`src/rtl/radix4_booth_multiplier.sv`:
```
// Sequential radix-4 (modified Booth) multiplier: one Booth digit per clock into a 2N-bit product.
// Optional feature macro: MUL_ZERO_BYPASS_EN (zero operand finishes on the launch edge, never enters RUN).
module radix4_booth_multiplier #(
    parameter int N = 32
) (
    input  logic           clk,
    input  logic           rst,
    input  logic           start,
    input  logic           signedInput,
    input  logic [N-1:0]   x,
    input  logic [N-1:0]   y,
    output logic [2*N-1:0] p,
    output logic           busy,
    output logic           done
);
    localparam int ITER  = N/2 + 1;
    localparam int W     = 2*ITER;
    localparam int L     = W - 2;
    localparam int ACC_W = 2*N + 3;
    localparam int PP_W  = ACC_W - L;
    localparam int CNT_W = $clog2(ITER + 1);

    typedef enum logic [1:0] {S_IDLE, S_RUN, S_DONE} state_t;

    state_t           state_q, state_d;
    logic [CNT_W-1:0] cnt_q, cnt_d;
    logic [N+1:0]     xe_q, xe_d;
    logic [W:0]       y_q, y_d;
    logic [ACC_W-1:0] acc_q, acc_d;
    logic [2*N-1:0]   p_q, p_d;

    logic             sx, sy, zero_op;
    logic             nz, two, neg;
    logic [PP_W-1:0]  xe_ext, mag, pp;
    logic [ACC_W-1:0] acc_shift, acc_step;

    assign sx = signedInput & x[N-1];
    assign sy = signedInput & y[N-1];

`ifdef MUL_ZERO_BYPASS_EN
    assign zero_op = (x == '0) || (y == '0);
`else
    assign zero_op = 1'b0;
`endif

    // Booth window sits in the low three bits of y_q; y_q shifts right two per digit.
    always_comb begin
        nz  = 1'b0;
        two = 1'b0;
        neg = 1'b0;
        case (y_q[2:0])
            3'b001, 3'b010: nz = 1'b1;
            3'b011: begin
                nz  = 1'b1;
                two = 1'b1;
            end
            3'b100: begin
                nz  = 1'b1;
                two = 1'b1;
                neg = 1'b1;
            end
            3'b101, 3'b110: begin
                nz  = 1'b1;
                neg = 1'b1;
            end
            default: ;
        endcase
    end

    assign xe_ext = {{(PP_W-N-2){xe_q[N+1]}}, xe_q};
    assign mag    = !nz ? '0 : (two ? (xe_ext << 1) : xe_ext);
    assign pp     = neg ? ~mag : mag;

    // Previous sum shifts down first, so the digit lands at bit L and the last digit needs no shift.
    assign acc_shift = $signed(acc_q) >>> 2;
    assign acc_step  = acc_shift + {pp, {L{1'b0}}} + {{(PP_W-1){1'b0}}, neg, {L{1'b0}}};

    always_comb begin
        state_d = state_q;
        cnt_d   = cnt_q;
        xe_d    = xe_q;
        y_d     = y_q;
        acc_d   = acc_q;
        p_d     = p_q;
        case (state_q)
            S_IDLE, S_DONE: begin
                if (start) begin
                    if (zero_op) begin
                        state_d = S_DONE;
                        p_d     = '0;
                    end else begin
                        state_d = S_RUN;
                        cnt_d   = '0;
                        xe_d    = {{2{sx}}, x};
                        y_d     = {{(W-N){sy}}, y, 1'b0};
                        acc_d   = '0;
                    end
                end
            end
            S_RUN: begin
                acc_d = acc_step;
                y_d   = {y_q[W], y_q[W], y_q[W:2]};
                cnt_d = cnt_q + 1'b1;
                if (cnt_q == CNT_W'(ITER - 1)) begin
                    state_d = S_DONE;
                    cnt_d   = '0;
                    p_d     = acc_step[2*N-1:0];
                end
            end
            default: state_d = S_IDLE;
        endcase
    end

    always_ff @(posedge clk) begin
        if (rst) begin
            state_q <= S_IDLE;
            cnt_q   <= '0;
            xe_q    <= '0;
            y_q     <= '0;
            acc_q   <= '0;
            p_q     <= '0;
        end else begin
            state_q <= state_d;
            cnt_q   <= cnt_d;
            xe_q    <= xe_d;
            y_q     <= y_d;
            acc_q   <= acc_d;
            p_q     <= p_d;
        end
    end

    assign p    = p_q;
    assign busy = (state_q == S_RUN);
    assign done = (state_q == S_DONE);
endmodule
```
`config.mk`:
```
export PLATFORM = sky130hd
export DESIGN_NAME = radix4_booth_multiplier
export DESIGN_NICKNAME = d
export VERILOG_FILES = /design/src/rtl/radix4_booth_multiplier.sv
export SDC_FILE = /design/constraint.sdc
export NUM_CORES = 1
export LEC_CHECK = 0
export ABC_AREA = 0
export CAP_MARGIN = 20
export CORE_ASPECT_RATIO = 0.75
export CORE_MARGIN = 2
export CORE_UTILIZATION = 40
export CTS_CLUSTER_SIZE = 28
export DETAILED_ROUTE_END_ITERATION = 8
export SLEW_MARGIN = 20
export SYNTH_ARGS = -nofsm -noshare
export SYNTH_HDL_FRONTEND = slang
export SYNTH_SLANG_ARGS = --single-unit
export TNS_END_PERCENT = 50
```
`constraint.sdc`:
```
create_clock -name clk -period 4.6 [get_ports clk]
set_input_delay 0.92 -clock clk [delete_from_list [all_inputs] [get_ports clk]]
set_output_delay 0.92 -clock clk [all_outputs]
set_load 0.1 [all_outputs]
```
==> results.toml <==
[logic_synthesis]
yosys_warnings = 0
seq_area_frac_synth_pct = 39.9
syn_area_per_cell_um2 = 8.10
ys_seq_elements = 204
postSynthCellCount = 1264
syn_area_mm2 = 0.0102
yosysUniqueCellTypes = 58
synth-async-reset-ratio_pct = 0
synth_edf_count = 0
ys.flop_type = "dfxtp_1"
synth_nets = 1401

[floorplan]
die_width_um = 189
die-area_mm2 = 0.0269
io_pins = 134
die_h_um = 143
start_util_pct = 40.8
coreArea_mm2 = 0.0251
fp-row-count = 50

[finish]
n_fill_cell = 2443
syn2layout_area_growth_pct = 22.5
fin_util_pct = 50.0
final_nets = 1485
instances_no_fill = 1701
layout-drive-gt1-share_pct = 5.29

[cts]
clockBufferDepth = 3
cts_hold_buffers = 0
cts_setup_buffers = 0
clkTransAtPathRegs_ns = 0.06
numCtsBuffers = 22
clock_latency_ns = 0.50
htreeDepth = 1
ctsRootBufferMaster = "clkbuf_16"
ctsResizeCount = 0
clock-sinks = 204
cts_tree = "yes"

[power]
power.density_mw_per_mm2 = 349
p_clk_share_pct = 40.6
power_switching_share_pct = 27.3
combPwrFrac_pct = 16.1
seq_power_share_pct = 43.2
irDropWorstVdd_uv = 241
p_int_uw = 3180
p_switching_uw = 1190
leakage_uw = 0.00498

[drt]
wirelength_um = 26500
wl_per_cell_um = 15.6
drc = 0
dr.pass1.iters = 4
vias_per_cell = 5.35
ant_nets = 0
drt_iter0_markers = 632
vias = 9096

[worst_setup_path]
critical_path_peak_fanout = 15
cp_slowest_stage_delay_ns = 0.56
crit_chain = "nor2_2 -> a22oi_1 -> o21ai_0 -> ha_1 -> ha_1 -> inv_1 -> fa_1 -> nor2b_4 -> o2111ai_1 -> a21oi_4 -> a211oi_4 -> o31ai_2 -> nor2b_4 -> o41ai_4 -> or4_1 -> nand3_1"
endpoint_kind = "flip-flop"
crit_type = "flip-flop to flip-flop"
crit_arrival_ns = 4.54
cp_slowest_cell = "dfxtp_2"
crit_path_start_kind = "flip-flop"
worstRegToRegCells = 16
required_ns = 5.04

[sta]
setup-tns-final_ns = 0
slew_viol_final = 0
max_freq_mhz = 244
maxSlewHeadroom_pct = 29.8
period_share_pct = 89.0
rsz0062_at_grt = "no"
hold_viol_final = 0
period_needed_ns = 4.09
setup_viol = 0
tightest_slew_ns = 1.05
worst_clock_skew_ns = 0.00958

[global_routing]
grt-ovfl-total = 0
antenna_found_initial = 1
grt_usage_pct = 19.6
grt_max_degree = 118
grt_pass1_wl_um = 43600
grt_pass1_vias = 8305

[place]
place.gp.congestion = 0.927
dp.cells = 1662
portBuffers = 133
dpl.hpwl_um = 18200

[outcome]
status = "finished, final reports clean"

[run]
maxCapViolCount = 0

[min_path]
whs_path_depth = 2
hold_path_class = "flip-flop to flip-flop"
## worst paths after layout
path / start / end / slack, ns
setup reg to reg: y_q[2] / p[61] / 0.51
setup / recovery: y_q[2] / p[61] / 0.51
hold reg to reg: p[41] / p[41] / 0.45
hold / removal: p[41] / p[41] / 0.45
## metrics by stage
| stage | hold slack [ns] | power (uW) | setup WS [ns] | cell area (um^2) |
|---|---|---|---|---|
| 6_report | 0.451 | 4380 | 0.507 | 12600 |
| 5_1_grt | 0.466 | 4610 | 0.108 | 12600 |
| 4_1_cts | 0.455 | 4430 | 0.500 | 12600 |
| 3_5_place_dp | 0.446 | 2630 | 0.538 | 11800 |
| 3_3_place_gp | 0.442 | 2630 | 0.643 | 11800 |
| 2_1_floorplan | 0.432 | 2410 | 0.464 | 10200 |
## area by class of cell
cell class / instances / area [um^2] / area share, %
Antenna cell: 1 / 2.50 / 0.0199
Clock buffer: 33 / 643 / 5.12
Clock inverter: 5 / 80.1 / 0.638
Inverter: 11 / 41.3 / 0.329
Multi-Input combinational cell: 960 / 5830 / 46.4
Sequential cell: 204 / 4090 / 32.5
Tap cell: 338 / 423 / 3.37
Timing Repair Buffer: 149 / 1450 / 11.6
## cell usage after synthesis, drive strengths merged (8+ instances only)
cell type    n  area (um^2)
a22o        17          149
xor2        41          359
a22oi       77          578
dfxtp      204         4080
a21oi      133          684
a211oi       8         77.6
ha          68          851
nand3       15         75.1
nor2       115          432
clkbuf      75          282
nand2      278         1040
nor2b        9         71.3
inv         11         41.3
buf         14         53.8
a21o        16          120
o21ai       51          255
a311oi      33          289
xnor2       23          201
## cell usage in the layout, fill, tap and decap left out, drive strengths merged, types with 18 or more instances in the layout
master,n
a21oi,133
a22oi,77
a311oi,33
buf,18
clkbuf,33
clkdlybuf4s50,131
dfxtp,204
ha,68
nand2,278
nor2,115
o21ai,51
xnor2,23
xor2,41
## power groups by stage
stage	combinational (uW)	clock (uW)	sequential, uW
4_1_cts	706	1830	1890
6_report	706	1780	1890
5_1_grt	790	1910	1900
2_1_floorplan	505	0	1910
3_5_place_dp	702	0	1930
3_3_place_gp	697	0	1930
## layer usage
metal	vias up	part of all wire (%)	GRT usage, %
met5	-	0	0
met4	0	1.6	3.87
met3	29	5.5	3.28
met2	219	39	27.6
met1	4231	54	30.7
li1	4617	-	-
## worst max-delay path, delay by kind of cell (launching register included)
family,cells,cell delay [ns]
adders and majority gates,3,0.93
and+or+nand+nor,5,1.06
buffers and inverters,1,0.06
AOI/OAI and AO/OA,7,1.40
DFF,1,0.56
## registers in the layout (all words and copies together), names as in the netlist
register and count:
acc_q 65, p 64, y_q 35, xe_q 33, cnt_q 5, state_q 2
## logic make-up (layout without fill, tap and decap cells)
kind of cell             count (synthesis)  count (layout)  share of synthesized area, %
adder cells (fa/ha/maj)                 69              69                          8.50
AO/OA/AOI/OAI                          371             371                          24.1
flip-flops                             204             204                          39.9
buffers and inverters                  100             198                          3.68
AND/OR/NAND/NOR                        456             456                          18.4
other                                    0               1                             0
XOR/XNOR                                64              64                          5.47
(Power assumes the default switching activity.)
==> patch 1 (config.mk and constraints unchanged) <==
Set the parameter `N` to 16 (it was 32).
--- a/src/rtl/radix4_booth_multiplier.sv
+++ b/src/rtl/radix4_booth_multiplier.sv
@@ -1,7 +1,7 @@
 // Sequential radix-4 (modified Booth) multiplier: one Booth digit per clock into a 2N-bit product.
 // Optional feature macro: MUL_ZERO_BYPASS_EN (zero operand finishes on the launch edge, never enters RUN).
 module radix4_booth_multiplier #(
-    parameter int N = 32
+    parameter int N = 16
 ) (
     input  logic           clk,
     input  logic           rst,
Ports: changed (resized p, x and y); port bits go from 134 to 70. The function was not compared with the original's and may differ.
==> patch 1 against the original RTL <==
Area after synthesis shrank 47%; non-clock buffer count shrank 69; sequential share of layout area grew 0.24 points; count of clock-buffer cells in the layout shrank 24; critical path depth shrank 5; wire length shrank 47%; clock skew grew 1.9 ps; setup slack gained 600 ps; core utilization shrank 0.19 points; combinational power shrank 45%; power shrank 50%; final area shrank 48%; sequential power shrank 47%; sequential cell count shrank 97.
==> patch 1: results (changes against the original RTL) <==
- Largest fanout on the critical path: 23 (+8)
- Pleak: 2.65 nW (-47%)
- Largest stage delay, worst path: 380 ps (-180 ps)
- CP endpoint: acc_q[32]
- Clock Sink Count: 107 (-48%)
- Largest net degree at the start of global routing: 82 (-31%)
- Port Buffers: 69 (-48%)
- Status: finished, final reports clean
- Via count: 4787 (-47%)
- Rel. slew slack: 34.1% (+4.4 points)
- Clk_skew: 11.5 ps (+1.95 ps)
- Met3 Wirelength: 688 um (-53%)
- Comb_multi_in: 499 (-48%)
- Inst Count DP: 863 (-48%)
- Library cells used by synthesis: 57 (-1.7%)
- Sequential area share after synthesis: 39.5% (-0.38 points)
- Fill cell count: 1257 (-49%)
- CTS buffer count: 9 (-59%)
- Clock network area share: 4.65% (-1.1 points)
- R2R cell count: 11 (-5)
- Buffers excl. clock: 80 (-46%)
- Met1 capacity usage during global routing: 30.6% (-0.054 points)
- Logic inverters: 6 (-5)
- Proportion of layout cells with a drive suffix above 1: 6.36% (+1.1 points)
- Post-synthesis cell count: 659 (-48%)
- Avg Cell Area, Syn: 8.23 sq um (+1.6%)
- Routability Congestion: 0.838 (-9.5%)
- Post-placement cell area: 6230 sq um (-47%)
- Global-route wire length before repair: 23.6 mm (-46%)
- DRT met1 WL: 7.62 mm (-46%)
- Top cells by area, synth: dfxtp_1, nand2_1, ha_1
- Clk_lat worst skew: 360 ps (-140 ps)
- Slowest-stage cell, CP: o311ai_2
==> patch 1: kinds of logic after synthesis <==
| kind of cell | after synthesis | synth area share (%) |
|---|---|---|
| compound gates | 190 | 23.5 |
| xor+xnor | 30 | 4.84 |
| fa+ha+maj | 37 | 8.67 |
| buf+inv | 53 | 3.83 |
| flops | 107 | 39.5 |
| mux | 2 | 0.369 |
| simple gates | 240 | 19.3 |
==> patch 1: power breakdown <==
part	leakage, nW	switching, W	total [W]	internal (W)
combinational	1.63	0.000240	0.000388	0.000148
clock	0.148	0.000401	0.000790	0.000388
sequential	0.869	0.0000317	0.000994	0.000962
total	2.65	0.000673	0.00217	0.00150
==> patch 1: worst min path at each step <==
stage	start	endpoint	slack, ps	cells past startpoint
2_1_floorplan	acc_q[26]	acc_q[26]	430	2
3_3_place_gp	y_q[18]	y_q[18]	440	2
3_5_place_dp	p[5]	p[5]	450	2
4_1_cts	p[5]	p[5]	460	2
5_1_grt	p[5]	p[5]	480	2
6_report	p[5]	p[5]	460	2
==> patch 2 (config.mk and constraints unchanged) <==
Made on the original files. Encoding of `state_t`: now one-hot (3 bits for 3 states).
--- a/src/rtl/radix4_booth_multiplier.sv
+++ b/src/rtl/radix4_booth_multiplier.sv
@@ -20,7 +20,7 @@
     localparam int PP_W  = ACC_W - L;
     localparam int CNT_W = $clog2(ITER + 1);
 
-    typedef enum logic [1:0] {S_IDLE, S_RUN, S_DONE} state_t;
+    typedef enum logic [2:0] {S_IDLE = 3'b001, S_RUN = 3'b010, S_DONE = 3'b100} state_t;
 
     state_t           state_q, state_d;
     logic [CNT_W-1:0] cnt_q, cnt_d;
Formal check against the unedited RTL: same outputs for any inputs over 10 cycles, from zero or initial values and one cycle with rst high; not proved beyond that.
==> patch 2 against the original RTL <==
Hold slack better by 0.98 ps; non-clock buffer count shrank 1; wire length is 14% higher; final area is 1.7% higher; setup slack improved by 17 ps; power shrank 7.7%; clock skew is 18 ps higher; critical path type unchanged; first-iteration DRC count rose by 40%; sequential cell count grew 1; final cell count increased by 2.7%; area after synthesis increased by 3.0%.
==> patch 2: results (changes against the original RTL) <==
- Post-placement cell area: 12100 sq um (+2.0%)
- Starting DRT DRC Count: 885 (+40%)
- Status: finished, final reports clean
- Min-Delay Startpoint: p[7]
- Inst Count DP: 1708 (+2.8%)
- Antenna cell count: 0 (-1)
- Largest fanout on the critical path: 19 (+4)
- Clk_skew: 27.1 ps (+17.5 ps)
- Routed wire length on met2: 11.3 mm (+8.3%)
- Pleak: 4.88 nW (-2.1%)
- Routability Congestion: 0.875 (-5.6%)
- Commonest cells in the netlist: nand2_1, dfxtp_1, a21oi_1
- Library cells used by synthesis: 72 (+24%)
- Vias in the first global route: 8550 (+3.0%)
- DR pass1 iterations: 6 (+2)
- Routed WL per cell: 17.3 um (+11%)
- Initial antenna violation count: 0 (-1)
- Post-synthesis cell count: 1316 (+4.1%)
- Proportion of layout cells with a drive suffix above 1: 5.06% (-0.23 points)
- Largest stage delay, worst path: 710 ps (+150 ps)
- Syn Nets: 1453 (+3.7%)
- Top cells by area, synth: dfxtp_1, nand2_1, ha_1
- DP Worst Slack: 567 ps (+29.4 ps)
- Final Instance Count excl. Fillers: 1747 (+2.7%)
- GRT Overall Usage: 21.3% (+1.8 points)
- VDD IR max: 297 uV (+23%)
- Met3 Wirelength: 2.09 mm (+43%)
- Rel. slew slack: 29.9% (+0.14 points)
- Largest net degree at the start of global routing: 125 (+5.9%)
patch 2: changes by cell type in the layout (fill, tap and decap cells not counted), moves of 16 or more:
cell,change
o21ai_0,+21
a22oi_1,-41
nor2_1,-27
a21oi_1,+37
a311oi_1,-32
nand2_1,-23
a222oi_1,+31
a22o_1,-16
nand3_1,+41
patch 2: cells by family (layout without fill, tap and decap cells):
group / Yosys count / after routing / synth area share, %
simple gates: 473 / 473 / 19.6
compound gates: 400 / 400 / 24.3
flops: 205 / 205 / 38.9
buf+inv: 114 / 201 / 4.38
fa+ha+maj: 69 / 69 / 8.25
xor+xnor: 55 / 55 / 4.56
patch 2: cell type report:
type                            instances  area, sq um
Fill cell                            2575        13200
Multi-Input combinational cell        997         6020
Sequential cell                       205         4110
Timing Repair Buffer                  148         1460
Clock buffer                           34          636
Tap cell                              344          430
Clock inverter                          5         67.6
Inverter                               14         52.6
patch 2: power by group:
group / internal [W] / switching [W]
Sequential: 0.00182 / 0.0000411
Combinational: 0.000175 / 0.000279
Clock: 0.00101 / 0.000719
Total: 0.00300 / 0.00104
patch 2: worst paths after layout:
check / end / slack [ps] / cells past startpoint
worst max-delay path: acc_q[65] / 520 / 12
worst min-delay path: p[7] / 450 / 2
worst max register to register: acc_q[65] / 520 / 12
worst min register to register: p[7] / 450 / 2
patch 2: tightest hold or removal path, delay by kind of cell (launching register included):
kind / cells / cell delay, ps
simple gates: 1 / 50
compound gates: 1 / 50
flops: 1 / 310
patch 2: layer usage:
layer	vias to the layer above	global-route usage (%)
met1	4535	35.1
met2	289	27.9
met4	0	3.93
met3	27	3.76
met5	-	0
li1	4842	-
